--- config.mk ---
export PLATFORM = sky130hd
export DESIGN_NAME = avalon_axil_master
export DESIGN_NICKNAME = d
export VERILOG_FILES = /design/src/rtl/avalon_axil_master.sv
export SDC_FILE = /design/constraint.sdc
export NUM_CORES = 1
export LEC_CHECK = 0
export BUFFER_PORTS_ARGS = -buffer_cell sky130_fd_sc_hd__buf_2
export CAP_MARGIN = 20
export CORE_MARGIN = 2
export CORE_UTILIZATION = 45
export DETAILED_ROUTE_END_ITERATION = 6
export PLACE_DENSITY = 0.82
export SLEW_MARGIN = 20
export SYNTH_ARGS = -nofsm -noshare
export SYNTH_HDL_FRONTEND = slang
export SYNTH_SLANG_ARGS = --single-unit
export TNS_END_PERCENT = 5
--- constraint.sdc ---
create_clock -name m_axi_aclk -period 3.4 [get_ports m_axi_aclk]
set_input_delay 0 -clock m_axi_aclk [delete_from_list [all_inputs] [get_ports m_axi_aclk]]
set_output_delay 0 -clock m_axi_aclk [all_outputs]
set_load 0.02 [all_outputs]
--- src/rtl/avalon_axil_master.sv ---
// -----------------------------------------------------------------------------
// avalon_axil_master
//
// Bridges the 16-bit local register bus (cs / read_n / write_n / address /
// writedata / readdata / waitrequest) to an AXI4-Lite master port. Each
// accepted local request becomes exactly one AXI4-Lite single transfer. The
// local side is stalled with waitrequest until the AXI response has returned.
//
// Ports
//   m_axi_aclk      clock, all logic on the rising edge
//   m_axi_aresetn   asynchronous active-low reset
//   address         local word address (5 bits)
//   writedata       local write data (16 bits)
//   readdata        read data, updated on read completion, held otherwise
//   cs              chip select, high active
//   read_n/write_n  active-low request strobes (write wins if both low)
//   waitrequest     high while a request is present and not yet accepted
//   resp_err        high if the last completed transfer returned RESP != OKAY
//   m_axi_aw*/w*/b* AXI4-Lite write channels
//   m_axi_ar*/r*    AXI4-Lite read channels
// -----------------------------------------------------------------------------
module avalon_axil_master #(
    parameter int AW = 8
) (
    input  logic          m_axi_aclk,
    input  logic          m_axi_aresetn,

    input  logic [4:0]    address,
    input  logic [15:0]   writedata,
    output logic [15:0]   readdata,
    input  logic          cs,
    input  logic          read_n,
    input  logic          write_n,
    output logic          waitrequest,
    output logic          resp_err,

    output logic [AW-1:0] m_axi_awaddr,
    output logic          m_axi_awvalid,
    input  logic          m_axi_awready,

    output logic [31:0]   m_axi_wdata,
    output logic [3:0]    m_axi_wstrb,
    output logic          m_axi_wvalid,
    input  logic          m_axi_wready,

    input  logic [1:0]    m_axi_bresp,
    input  logic          m_axi_bvalid,
    output logic          m_axi_bready,

    output logic [AW-1:0] m_axi_araddr,
    output logic          m_axi_arvalid,
    input  logic          m_axi_arready,

    input  logic [31:0]   m_axi_rdata,
    input  logic [1:0]    m_axi_rresp,
    input  logic          m_axi_rvalid,
    output logic          m_axi_rready
);

    typedef enum logic [2:0] {
        IDLE    = 3'd0,
        WR_REQ  = 3'd1,
        WR_RESP = 3'd2,
        RD_REQ  = 3'd3,
        RD_RESP = 3'd4,
        DONE    = 3'd5
    } state_t;

    state_t         state_q, state_d;

    logic [AW-1:0]  awaddr_q, awaddr_d;
    logic [AW-1:0]  araddr_q, araddr_d;
    logic [15:0]    wdata_q, wdata_d;
    logic           awvalid_q, awvalid_d;
    logic           wvalid_q, wvalid_d;
    logic           bready_q, bready_d;
    logic           arvalid_q, arvalid_d;
    logic           rready_q, rready_d;
    logic           aw_done_q, aw_done_d;
    logic           w_done_q, w_done_d;
    logic [15:0]    readdata_q, readdata_d;
    logic           resp_err_q, resp_err_d;

    logic           wr_req;
    logic           rd_req;
    logic           any_req;
    logic [AW-1:0]  local_addr;
    logic           aw_hs;
    logic           w_hs;
    logic           b_hs;
    logic           ar_hs;
    logic           r_hs;

    // Only the low half of the AXI read data carries register content.
    logic           unused_rdata_hi;
    assign unused_rdata_hi = ^m_axi_rdata[31:16];

    // Write takes priority when both strobes are low.
    assign wr_req  = cs & ~write_n;
    assign rd_req  = cs & ~read_n & write_n;
    assign any_req = cs & (~write_n | ~read_n);

    // Local word address -> AXI byte address.
    assign local_addr = {{(AW-7){1'b0}}, address, 2'b00};

    assign aw_hs = awvalid_q & m_axi_awready;
    assign w_hs  = wvalid_q  & m_axi_wready;
    assign b_hs  = bready_q  & m_axi_bvalid;
    assign ar_hs = arvalid_q & m_axi_arready;
    assign r_hs  = rready_q  & m_axi_rvalid;

    // DONE is the single cycle in which a present request is accepted.
    assign waitrequest = any_req & (state_q != DONE);

    always_comb begin
        state_d    = state_q;
        awaddr_d   = awaddr_q;
        araddr_d   = araddr_q;
        wdata_d    = wdata_q;
        awvalid_d  = awvalid_q;
        wvalid_d   = wvalid_q;
        bready_d   = bready_q;
        arvalid_d  = arvalid_q;
        rready_d   = rready_q;
        aw_done_d  = aw_done_q;
        w_done_d   = w_done_q;
        readdata_d = readdata_q;
        resp_err_d = resp_err_q;

        case (state_q)
            IDLE: begin
                if (wr_req) begin
                    state_d   = WR_REQ;
                    awaddr_d  = local_addr;
                    wdata_d   = writedata;
                    awvalid_d = 1'b1;
                    wvalid_d  = 1'b1;
                    aw_done_d = 1'b0;
                    w_done_d  = 1'b0;
                end else if (rd_req) begin
                    state_d   = RD_REQ;
                    araddr_d  = local_addr;
                    arvalid_d = 1'b1;
                end
            end

            WR_REQ: begin
                // AW and W complete independently; the done flags remember
                // which one has already handshaken.
                if (aw_hs) begin
                    awvalid_d = 1'b0;
                    aw_done_d = 1'b1;
                end
                if (w_hs) begin
                    wvalid_d = 1'b0;
                    w_done_d = 1'b1;
                end
                if ((aw_done_q | aw_hs) & (w_done_q | w_hs)) begin
                    state_d   = WR_RESP;
                    bready_d  = 1'b1;
                    aw_done_d = 1'b0;
                    w_done_d  = 1'b0;
                end
            end

            WR_RESP: begin
                if (b_hs) begin
                    bready_d   = 1'b0;
                    resp_err_d = |m_axi_bresp;
                    state_d    = DONE;
                end
            end

            RD_REQ: begin
                if (ar_hs) begin
                    arvalid_d = 1'b0;
                    rready_d  = 1'b1;
                    state_d   = RD_RESP;
                end
            end

            RD_RESP: begin
                if (r_hs) begin
                    rready_d   = 1'b0;
                    readdata_d = m_axi_rdata[15:0];
                    resp_err_d = |m_axi_rresp;
                    state_d    = DONE;
                end
            end

            DONE: begin
                // Any request still present here has just been accepted; a
                // new one is only looked at in IDLE.
                state_d = IDLE;
            end

            default: begin
                state_d = IDLE;
            end
        endcase
    end

    always_ff @(posedge m_axi_aclk or negedge m_axi_aresetn) begin
        if (!m_axi_aresetn) begin
            state_q    <= IDLE;
            awaddr_q   <= '0;
            araddr_q   <= '0;
            wdata_q    <= '0;
            awvalid_q  <= 1'b0;
            wvalid_q   <= 1'b0;
            bready_q   <= 1'b0;
            arvalid_q  <= 1'b0;
            rready_q   <= 1'b0;
            aw_done_q  <= 1'b0;
            w_done_q   <= 1'b0;
            readdata_q <= '0;
            resp_err_q <= 1'b0;
        end else begin
            state_q    <= state_d;
            awaddr_q   <= awaddr_d;
            araddr_q   <= araddr_d;
            wdata_q    <= wdata_d;
            awvalid_q  <= awvalid_d;
            wvalid_q   <= wvalid_d;
            bready_q   <= bready_d;
            arvalid_q  <= arvalid_d;
            rready_q   <= rready_d;
            aw_done_q  <= aw_done_d;
            w_done_q   <= w_done_d;
            readdata_q <= readdata_d;
            resp_err_q <= resp_err_d;
        end
    end

    assign m_axi_awaddr  = awaddr_q;
    assign m_axi_awvalid = awvalid_q;
    assign m_axi_wdata   = {16'd0, wdata_q};
    assign m_axi_wstrb   = 4'b0011;
    assign m_axi_wvalid  = wvalid_q;
    assign m_axi_bready  = bready_q;
    assign m_axi_araddr  = araddr_q;
    assign m_axi_arvalid = arvalid_q;
    assign m_axi_rready  = rready_q;
    assign readdata      = readdata_q;
    assign resp_err      = resp_err_q;

endmodule

==> results.sh, run 1 <==
export IMPL_outcome="finished clean"
export IMPL_antenna_left=0
export IMPL_area_delta_synth_final_pct=35.15
export IMPL_dr_first_iter_drc_count=68
export IMPL_place_gp_congestion=0.7578
export IMPL_die_area_sq_mm=0.006173
export IMPL_slew_viol_final=0
export IMPL_vias_per_cell=4.636
export IMPL_cp_data_required_time_ps=3590
export IMPL_synth_top_area_share_pct=53.00
export IMPL_fin_util_pct=62.18
export IMPL_cts_path_max_buffers=2
export IMPL_ir_drop_v=0.0004209
export IMPL_drive_gt1_share_pct=48.77
export IMPL_wl_met1_um=2141
export IMPL_grt_max_degree=54
export IMPL_max_freq_mhz=441.3
export IMPL_yosys_area_top_type="dfrtp_1"
export IMPL_grt_usage_pct=17.01
export IMPL_finalHoldViolations=0
export IMPL_tritoncts="built"
export IMPL_routed_wl_um=5305
export IMPL_wl_per_cell_um=13.40
export IMPL_syn_inst=187
export IMPL_synth_ff_type="dfrtp_1"
export IMPL_fin_nets=390
export IMPL_fin_total_pwr_mw=2.521
export IMPL_cts_sinks=53
export IMPL_syn_avg_cell_area_sq_um=13.38
export IMPL_clock_root_buffer="clkbuf_8"
export IMPL_ys_seq_elements=53
export IMPL_rsz0062_at_grt="no"
export IMPL_via_count=1836
export IMPL_yosysWarnings=0
export IMPL_finalClockSkew_ps=7.100
export IMPL_grt_remaining_overflow=0
export IMPL_core_area_sq_mm=0.005439
export IMPL_antenna_found_initial=0
export IMPL_cp_arrival_ps=2450
export IMPL_multi_input_area_sq_um=969.7
export IMPL_finalSetupTns_ps=0
export IMPL_slew_headroom_pct=42.19
export IMPL_post_cts_resized=0
export IMPL_h_tree_depth=2
export IMPL_fin_crit_ps=2266
export IMPL_firstDrtPassIters=4
export IMPL_grt_first_pass_wirelength_um=8273
export IMPL_worst_pin_slew_ps=867.1
export IMPL_start_kind="flip-flop"
export IMPL_synth_edf_count=0
export IMPL_dr_wl_met3_um=367
export IMPL_start_util_pct=46.01
export IMPL_ys_types=33
export IMPL_insertion_delay_ps=300
export IMPL_async_flop_share_pct=100.0
export IMPL_fin_crit_sh_pct=66.65
export IMPL_cts_inserted_buffers=5
export IMPL_numPortBuffers=99
export IMPL_yosys_cell_count_top_type="dfrtp_1"
export IMPL_timing_hold_ws_ps=13.40
export IMPL_setup_violations=0
export IMPL_regArea_sq_mm=0.001326
export IMPL_ioPinCount=142
export IMPL_hpwlAfterDp_um=3320
export IMPL_ys_top_cells_by_area="dfrtp_1 53%, mux2_2 15%, buf_4 7.8%"
export IMPL_hold_class="in -> reg"
export IMPL_cp_max_fo=16
export IMPL_fillers=423
export IMPL_leakagePower_nw=1.751
export IMPL_grt_pass1_vias=1822
export IMPL_path_class="reg -> reg"
export IMPL_met2_length_um=2766
export IMPL_die_x_um=78.57
export IMPL_clk_pin_slew_ps=90
export IMPL_route_detailed_drc=0
export IMPL_cap_violations=0
export IMPL_yosys_top_cells_count="53 x dfrtp_1, 33 x mux2_2, 26 x buf_4, 11 x mux2_4"
export IMPL_pwr_density_cell_mw_per_mm2=745.6
export IMPL_diodes=0
export IMPL_endpoint_kind="flip-flop"
export IMPL_rows=27
export IMPL_die_h_um=78.57
export IMPL_synth_area_sq_mm=0.002502
export IMPL_highest_layer="met4"
export IMPL_seq_area_frac_synth_pct=53.00
cell type report:
class                      count  area share, %
tap                           72          2.664
clock inverter                 2         0.2960
inverter                       4         0.4440
multi-input combinational    120          28.67
sequential                    53          39.22
timing repair buffer         139          26.56
clock buffer                   6          2.146
what timing repair did:
action | in CTS | in global routing
buffers inserted | 0 | 0
hold endpoints to repair | 97 | 0
hold buffers | 40 | 0
cell families after synthesis:
kind of cell,after synthesis,synth area share [%]
other,2,0.3001
xor gates and xnor gates,1,0.3501
muxes,44,21.45
buffers and inverters,38,11.85
and+or+nand+nor,26,6.301
DFF,53,53.00
AOI/OAI and AO/OA,23,6.750
layout by cell type (no fill, tap or decap), drive strengths merged:
cell type / instances
inv: 4
a31oi: 1
clkinv: 2
and3: 1
dfrtp: 53
and2b: 2
o21ai: 4
a211oi: 1
a41oi: 2
nor3: 2
clkbuf: 6
o31ai: 3
conb: 26
a22oi: 1
a21bo: 1
buf: 99
mux2: 44
o211ai: 1
nand3: 2
nor2: 7
a21oi: 7
nand2: 8
nand2b: 1
and4b: 1
a32oi: 2
nand3b: 1
dlygate4sd3: 40
xnor2: 1
nor3b: 1
registers in the layout (all words and copies together), names as in the netlist, 3 cells and up:
name / count
m_axi_awaddr: 5
state_q: 3
m_axi_araddr: 5
wdata_q: 16
readdata: 16
worst max-delay path, cell delays in order (launching register included):
cell	delay (ps)
dfrtp_1	590
nor3b_4	370
and3_1	780
mux2_2	410
metrics by stage:
step	setup slack [ps]	area, sq um	std cells
global placement	1179	2897	348
finish	1134	3382	396
detailed placement	1134	2899	348
CTS	1107	3382	396
floorplan	1809	2592	211
global route	996.1	3382	396
layer usage:
| metal | up-vias | track usage, % |
|---|---|---|
| met5 | - | 0 |
| met4 | 0 | 4.035 |
| li1 | 870 | - |
| met1 | 883 | 19.85 |
| met2 | 79 | 31.45 |
| met3 | 4 | 3.908 |
worst paths after layout:
| kind | from | endpoint | slack [ps] | cells after the start |
|---|---|---|---|---|
| min reg2reg | wdata_q[10]$_DFFE_PN0P_ | wdata_q[10]$_DFFE_PN0P_ | 510 | 1 |
| min in group asynchronous | m_axi_aresetn | wdata_q[12]$_DFFE_PN0P_ | 280 | 2 |
| max | state_q[2]$_DFFE_PN0P_ | readdata[2]$_DFFE_PN0P_ | 1130 | 3 |
| max in group asynchronous | m_axi_aresetn | readdata[11]$_DFFE_PN0P_ | 2700 | 2 |
| max reg2reg | state_q[2]$_DFFE_PN0P_ | readdata[2]$_DFFE_PN0P_ | 1130 | 3 |
| min | m_axi_wready | m_axi_wvalid$_DFFE_PN0P_ | 10 | 4 |
where the power goes:
| group | total, mW | internal, mW | switching (mW) |
|---|---|---|---|
| Combinational | 1.12 | 0.498 | 0.622 |
| Sequential | 1.06 | 0.871 | 0.192 |
| Clock | 0.338 | 0.143 | 0.195 |
Note: power is estimated with default switching activity, not from simulation.
==> run 2: changes to the inputs <==
--- a/config.mk
+++ b/config.mk
@@ -5,12 +5,13 @@
 export SDC_FILE = /design/constraint.sdc
 export NUM_CORES = 1
 export LEC_CHECK = 0
+export ABC_AREA = 1
 export BUFFER_PORTS_ARGS = -buffer_cell sky130_fd_sc_hd__buf_2
 export CAP_MARGIN = 20
 export CORE_MARGIN = 2
-export CORE_UTILIZATION = 45
+export CORE_UTILIZATION = 44
 export DETAILED_ROUTE_END_ITERATION = 6
-export PLACE_DENSITY = 0.82
+export PLACE_DENSITY = 0.8
 export SLEW_MARGIN = 20
 export SYNTH_ARGS = -nofsm -noshare
 export SYNTH_HDL_FRONTEND = slang
==> constraint.sdc (replaced) <==
create_clock -name m_axi_aclk -period 2.2 [get_ports m_axi_aclk]
set_input_delay 0 -clock m_axi_aclk [delete_from_list [all_inputs] [get_ports m_axi_aclk]]
set_output_delay 0 -clock m_axi_aclk [all_outputs]
set_load 0.02 [all_outputs]
==> run 2 against run 1 <==
  * Global-route usage up 2.1 points
  * Synthesized cell count up 64%
  * Flip-flop and latch count unchanged
  * Power up 65%
  * Largest cell class unchanged
  * Register-to-register slack worse by 670 ps
  * Worst hold slack better by 39 ps
  * Critical path type unchanged
  * Clock power up 66%
==> results.sh, run 2 <==
export IMPL_dr_first_iter_drc_count=97
export IMPL_fin_util_pct=62.22
export IMPL_synth_top_area_share_pct=52.40
export IMPL_regArea_sq_mm=0.001326
export IMPL_via_count=2306
export IMPL_power_frac_seq_pct=40.1
export IMPL_ys_top_cells_by_area="dfrtp_1 52%, nand2_1 21%, buf_4 8.0%"
export IMPL_vias_per_cell=4.460
export IMPL_drive_gt1_share_pct=27.64
export IMPL_cts_path_max_buffers=2
export IMPL_slew_viol_final=0
export IMPL_core_area_sq_mm=0.005540
export IMPL_cp_data_required_time_ps=2390
export IMPL_hpwlAfterDp_um=3875
export IMPL_synth_edf_count=0
export IMPL_ir_drop_v=0.0005318
export IMPL_synthAdderAreaFrac_pct=0
export IMPL_path_class="reg -> reg"
export IMPL_layout_common_cells="140 x nand2_1, 99 x buf_2, 53 x dfrtp_1"
export IMPL_stdcell_count=517
export IMPL_synth_top_family_by_area="simple AND/OR/NAND/NOR gates"
export IMPL_yosys_top_cells_count="140 x nand2_1, 53 x dfrtp_1, 27 x buf_4, 19 x o21ai_0, 17 x inv_1"
export IMPL_cp_arrival_ps=1920
export IMPL_cp_max_fo=18
export IMPL_place_ws_ps=449.9
export IMPL_firstDrtPassIters=4
export IMPL_grt_pass1_vias=2275
export IMPL_timing_hold_ws_ps=52.45
export IMPL_fin_ws_ps=468.2
export IMPL_tritoncts="built"
export IMPL_met2_length_um=3127
export IMPL_p_clk_share_pct=13.5
export IMPL_cts_inserted_buffers=5
export IMPL_insertion_delay_ps=300
export IMPL_grt_remaining_overflow=0
export IMPL_layout_commonest_cell="nand2_1"
export IMPL_ys_seq_elements=53
export IMPL_wl_met1_um=2203
export IMPL_placed_cells=470
export IMPL_post_cts_setup_buffer_count=0
export IMPL_ioPinCount=142
export IMPL_yosys_cell_count_top_type="nand2_1"
export IMPL_rows=27
export IMPL_critical_path_top_delay_family="buffers and inverters"
export IMPL_fin_nets=511
export IMPL_grt_usage_pct=19.14
export IMPL_die_area_sq_mm=0.006375
export IMPL_crit_chain="inv_1, nand4_2, buf_4, nand2_1, o21ai_0"
export IMPL_start_util_pct=45.69
export IMPL_finalSetupTns_ps=0
export IMPL_antenna_found_initial=0
export IMPL_hold_class="in -> reg"
export IMPL_fillers=472
export IMPL_cts_sinks=53
export IMPL_diodes=0
export IMPL_ys_types=22
export IMPL_combinationalPowerShare_pct=46.4
export IMPL_antenna_left=0
export IMPL_worst_pin_slew_ps=534.4
export IMPL_place_area_sq_mm=0.002960
export IMPL_numPortBuffers=99
export IMPL_endpoint_kind="flip-flop"
export IMPL_slew_headroom_pct=64.38
export IMPL_start_kind="flip-flop"
export IMPL_fin_crit_ps=1732
export IMPL_wl_per_cell_um=11.36
export IMPL_place_gp_congestion=0.8514
export IMPL_grt_max_degree=30
export IMPL_fin_crit_sh_pct=78.72
export IMPL_seq_area_frac_synth_pct=52.40
export IMPL_yosysWarnings=0
export IMPL_routed_wl_um=5872
export IMPL_outcome="finished clean"
export IMPL_h_tree_depth=2
export IMPL_internal_power_mw=2.300
export IMPL_die_x_um=79.85
export IMPL_fin_total_pwr_mw=4.150
export IMPL_highest_layer="met4"
export IMPL_die_h_um=79.85
export IMPL_pwr_density_cell_mw_per_mm2=1204
export IMPL_cap_violations=0
export IMPL_clk_pin_slew_ps=90
export IMPL_multi_input_area_sq_um=952.2
export IMPL_setup_violations=0
export IMPL_synth_compound_area_share_pct=5.190
export IMPL_area_delta_synth_final_pct=36.18
export IMPL_synth_xor_area_share_pct=0
export IMPL_finalInstanceArea_sq_mm=0.003447
export IMPL_max_stage_delay_ps=510
export IMPL_clock_root_buffer="clkbuf_8"
export IMPL_synth_simple_gate_area_share_pct=28.57
export IMPL_rsz0062_at_grt="no"
export IMPL_async_flop_share_pct=100.0
export IMPL_yosys_area_top_type="dfrtp_1"
export IMPL_dr_wl_met3_um=453
export IMPL_synth_ff_type="dfrtp_1"
export IMPL_finalClockSkew_ps=8.499
export IMPL_syn_inst=307
export IMPL_muxShareOfSynthArea_pct=0
export IMPL_grt_first_pass_wirelength_um=9632
export IMPL_slowest_stage="dfrtp_1"
export IMPL_route_detailed_drc=0
export IMPL_p_switching_mw=1.850
export IMPL_worst_path_buf_inv=2
export IMPL_syn_avg_cell_area_sq_um=8.245
export IMPL_max_freq_mhz=577.4
export IMPL_leakagePower_nw=2.049
export IMPL_synth_area_sq_mm=0.002531
export IMPL_finalHoldViolations=0
export IMPL_swShare_pct=44.59
## run 2: changes by cell type in the layout (fill, tap and decap cells not counted), moves of 4 or more
| cell | change |
|---|---|
| nand2_1 | +133 |
| nand3_1 | +8 |
| mux2_2 | -33 |
| a21oi_1 | -4 |
| mux2_4 | -11 |
| o21ai_0 | +15 |
| nor2_1 | +4 |
| inv_1 | +13 |
## run 2: cells by family (layout without fill, tap and decap cells)
group | Yosys count | after routing
compound gates | 26 | 26
buf+inv | 55 | 169
flops | 53 | 53
other cells | 2 | 26
simple gates | 171 | 171
## run 2: final timing paths
check                                         from                          end  slack [ps]  cells after the start
hold reg to reg            readdata[3]$_DFFE_PN0P_      readdata[3]$_DFFE_PN0P_         470                      2
hold / removal                       m_axi_awready        aw_done_q$_DFFE_PN0P_          50                      3
max in group asynchronous            m_axi_aresetn     m_axi_rready$_DFFE_PN0P_        1210                      3
setup reg to reg            state_q[2]$_DFFE_PN0P_  m_axi_awaddr[5]$_DFFE_PN0P_         470                      5
min in group asynchronous            m_axi_aresetn       wdata_q[3]$_DFFE_PN0P_         210                      2
setup / recovery            state_q[2]$_DFFE_PN0P_  m_axi_awaddr[5]$_DFFE_PN0P_         470                      5
## run 2: timing repair
action | CTS | global route
hold buffers | 39 | 0
endpoints found under the hold margin | 67 | 0
resized for setup | 0 | 0
## run 2: power groups by stage
stage / clock (mW) / combinational [mW] / sequential, mW
2_1_floorplan: 0 / 0.896 / 2.10
3_3_place_gp: 0 / 1.83 / 1.66
3_5_place_dp: 0 / 1.87 / 1.67
4_1_cts: 0.587 / 1.93 / 1.66
5_1_grt: 0.630 / 2.15 / 1.72
6_report: 0.562 / 1.93 / 1.66
## run 2: worst register-to-register path, delay by kind of cell, from the launching register on
kind | cells | cell delay (ps)
AOI/OAI and AO/OA | 1 | 70
buffers and inverters | 2 | 560
DFF | 1 | 510
and+or+nand+nor | 2 | 500
## run 2: cell type report
| class | count | area share (%) |
|---|---|---|
| Sequential cell | 53 | 38.48 |
| Clock inverter | 2 | 0.3993 |
| Tap cell | 72 | 2.613 |
| Clock buffer | 6 | 2.396 |
| Timing Repair Buffer | 140 | 26.13 |
| Multi-Input combinational cell | 223 | 27.62 |
| Inverter | 21 | 2.359 |
## run 2: layer usage
| metal | global-route usage [%] | up-vias |
|---|---|---|
| li1 | - | 1166 |
| met1 | 20.75 | 1037 |
| met2 | 36.89 | 95 |
| met3 | 4.977 | 8 |
| met4 | 4.407 | 0 |
| met5 | 0 | - |
==> run 3: changes to the inputs <==
==> constraint.sdc (replaced) <==
create_clock -name m_axi_aclk -period 1.8 [get_ports m_axi_aclk]
set_input_delay 0 -clock m_axi_aclk [delete_from_list [all_inputs] [get_ports m_axi_aclk]]
set_output_delay 0 -clock m_axi_aclk [all_outputs]
set_load 0.02 [all_outputs]
==> run 3 against run 2 <==
  * Via count shrank 0.43%
  * Non-clock buffer count increased by 2
  * Clock-buffer cell count up 1
  * Power grew 26%
  * Largest power group unchanged
  * Flip-flop and latch count stayed put
  * Final cell count up 0.39%
  * Clock skew shrank 4.3 ps
  * First-iteration DRC count fell by 3.1%
  * Clock power increased by 44%
  * Global-route usage is 0.40 points higher
  * Setup slack worse by 160 ps
==> results.sh, run 3 (synthesized netlist as in run 2, its figures left out) <==
export IMPL_multi_input_area_sq_um=952.2
export IMPL_rsz0062_at_grt="no"
export IMPL_vias_per_cell=4.424
export IMPL_die_h_um=79.85
export IMPL_die_area_sq_mm=0.006375
export IMPL_cp_arrival_ps=1680
export IMPL_routed_wl_um=6031
export IMPL_reg2reg_depth=6
export IMPL_reg2reg_slack_ps=310
export IMPL_critical_path_top_delay_family="simple AND/OR/NAND/NOR gates"
export IMPL_critical_path_startpoint="state_q[0]$_DFFE_PN0P_"
export IMPL_critPathMostFrequentCell="nand2_1"
export IMPL_ioPinCount=142
export IMPL_fin_crit_sh_pct=83.01
export IMPL_min_from="m_axi_awready"
export IMPL_slew_viol_final=0
export IMPL_grtUsageMet1_pct=21.73
export IMPL_clk_pin_slew_ps=90
export IMPL_via_count=2296
export IMPL_stdcell_count=519
export IMPL_diodes=0
export IMPL_r2r_start="state_q[0]$_DFFE_PN0P_"
export IMPL_placed_cells=472
export IMPL_grt_remaining_overflow=0
export IMPL_rr_endpoint="readdata[11]$_DFFE_PN0P_"
export IMPL_path_class="reg -> reg"
export IMPL_place_ws_ps=323.3
export IMPL_finalSetupTns_ps=0
export IMPL_fin_nets=513
export IMPL_post_cts_resized=0
export IMPL_setup_violations=0
export IMPL_numPortBuffers=99
export IMPL_grt_first_pass_wirelength_um=9860
export IMPL_fin_ws_ps=305.8
export IMPL_grt_busiest_layer="met2"
export IMPL_max_stage_delay_ps=510
export IMPL_use_met2_pct=37.06
export IMPL_holdPathStages=3
export IMPL_dr_first_iter_drc_count=94
export IMPL_place_gp_congestion=0.8728
export IMPL_cap_violations=0
export IMPL_cp_max_fo=18
export IMPL_layout_commonest_cell="nand2_1"
export IMPL_start_util_pct=45.69
export IMPL_worst_pin_slew_ps=567.6
export IMPL_outcome="finished clean"
export IMPL_cp_data_required_time_ps=1990
export IMPL_drive_gt1_share_pct=27.74
export IMPL_layout_common_cells="140 x nand2_1, 99 x buf_2, 53 x dfrtp_1"
export IMPL_endpoint_kind="flip-flop"
export IMPL_area_delta_synth_final_pct=38.06
export IMPL_die_x_um=79.85
export IMPL_crit_chain="nor2_4, nand2_4, nor2_8, inv_4, nand2_1, nand2_1"
export IMPL_tritoncts="built"
export IMPL_hold_class="in -> reg"
export IMPL_cts_path_max_buffers=2
export IMPL_hpwlAfterDp_um=4034
export IMPL_grt_usage_pct=19.54
export IMPL_antenna_left=0
export IMPL_finalClockSkew_ps=4.177
export IMPL_regArea_sq_mm=0.001326
export IMPL_grt_pass1_vias=2272
export IMPL_max_freq_mhz=669.3
export IMPL_min_to="aw_done_q$_DFFE_PN0P_"
export IMPL_insertion_delay_ps=300
export IMPL_met3_usage_pct=4.977
export IMPL_route_detailed_drc=0
export IMPL_cts_inserted_buffers=5
export IMPL_fin_total_pwr_mw=5.237
export IMPL_clock_root_buffer="clkbuf_8"
export IMPL_finalHoldViolations=0
export IMPL_start_kind="flip-flop"
export IMPL_wl_per_cell_um=11.62
export IMPL_post_cts_setup_buffer_count=0
export IMPL_slowest_stage="dfrtp_1"
export IMPL_rows=27
export IMPL_firstDrtPassIters=4
export IMPL_h_tree_depth=2
export IMPL_pwr_density_cell_mw_per_mm2=1498
export IMPL_leakagePower_nw=2.070
export IMPL_fin_crit_ps=1494
export IMPL_slew_headroom_pct=62.16
export IMPL_grt_max_degree=30
export IMPL_fillers=479
export IMPL_worst_path_buf_inv=1
export IMPL_core_area_sq_mm=0.005540
export IMPL_ir_drop_v=0.0009045
export IMPL_antenna_found_initial=0
export IMPL_cts_sinks=53
export IMPL_timing_hold_ws_ps=29.95
==> run 3: cell type report <==
cell class              instances  share of cell area [%]
well taps                      72                   2.578
flip-flops and latches         53                   37.95
repair buffers                142                   26.57
inverters                      21                   2.327
clock buffers                   7                   2.470
clock inverters                 1                  0.8593
multi-input cells             223                   27.25
==> run 3: worst max path at each step <==
stage | to | cells past startpoint
floorplan | readdata[10]$_DFFE_PN0P_ | 8
global placement | readdata[0]$_DFFE_PN0P_ | 6
detailed placement | readdata[0]$_DFFE_PN0P_ | 6
CTS | readdata[0]$_DFFE_PN0P_ | 6
global route | m_axi_awvalid$_DFFE_PN0P_ | 6
finish | readdata[11]$_DFFE_PN0P_ | 6
==> run 3: power breakdown <==
group          switching, mW  internal [mW]
registers              0.350           1.70
clock network          0.358          0.453
logic                   1.56          0.814
==> run 3: timing repair <==
| action | CTS | global route |
|---|---|---|
| setup endpoints to repair | 0 | 0 |
| hold buffers | 39 | 0 |
| endpoints found under the hold margin | 67 | 0 |
==> run 3: metrics by stage <==
stage	area [sq um]	utilization, %
after CTS	3495	63.08
after detailed placement	2988	53.93
after global placement	2988	53.93
after floorplan	2621	-
after global routing	3495	63.08
final	3495	63.08
==> run 3: tightest hold or removal path, cell delays in order <==
cell,delay [ps]
buf_2,110
nand2_1,90
o21ai_0,90
==> run 3: routing by layer <==
metal  share of wire (%)  wire length (um)  up-vias
li1                    -                 -     1166
met2                  52              3165       79
met1                  40              2423     1043
met5                   0                 0        -
met3                 6.3               379        8
met4                 1.0                63        0
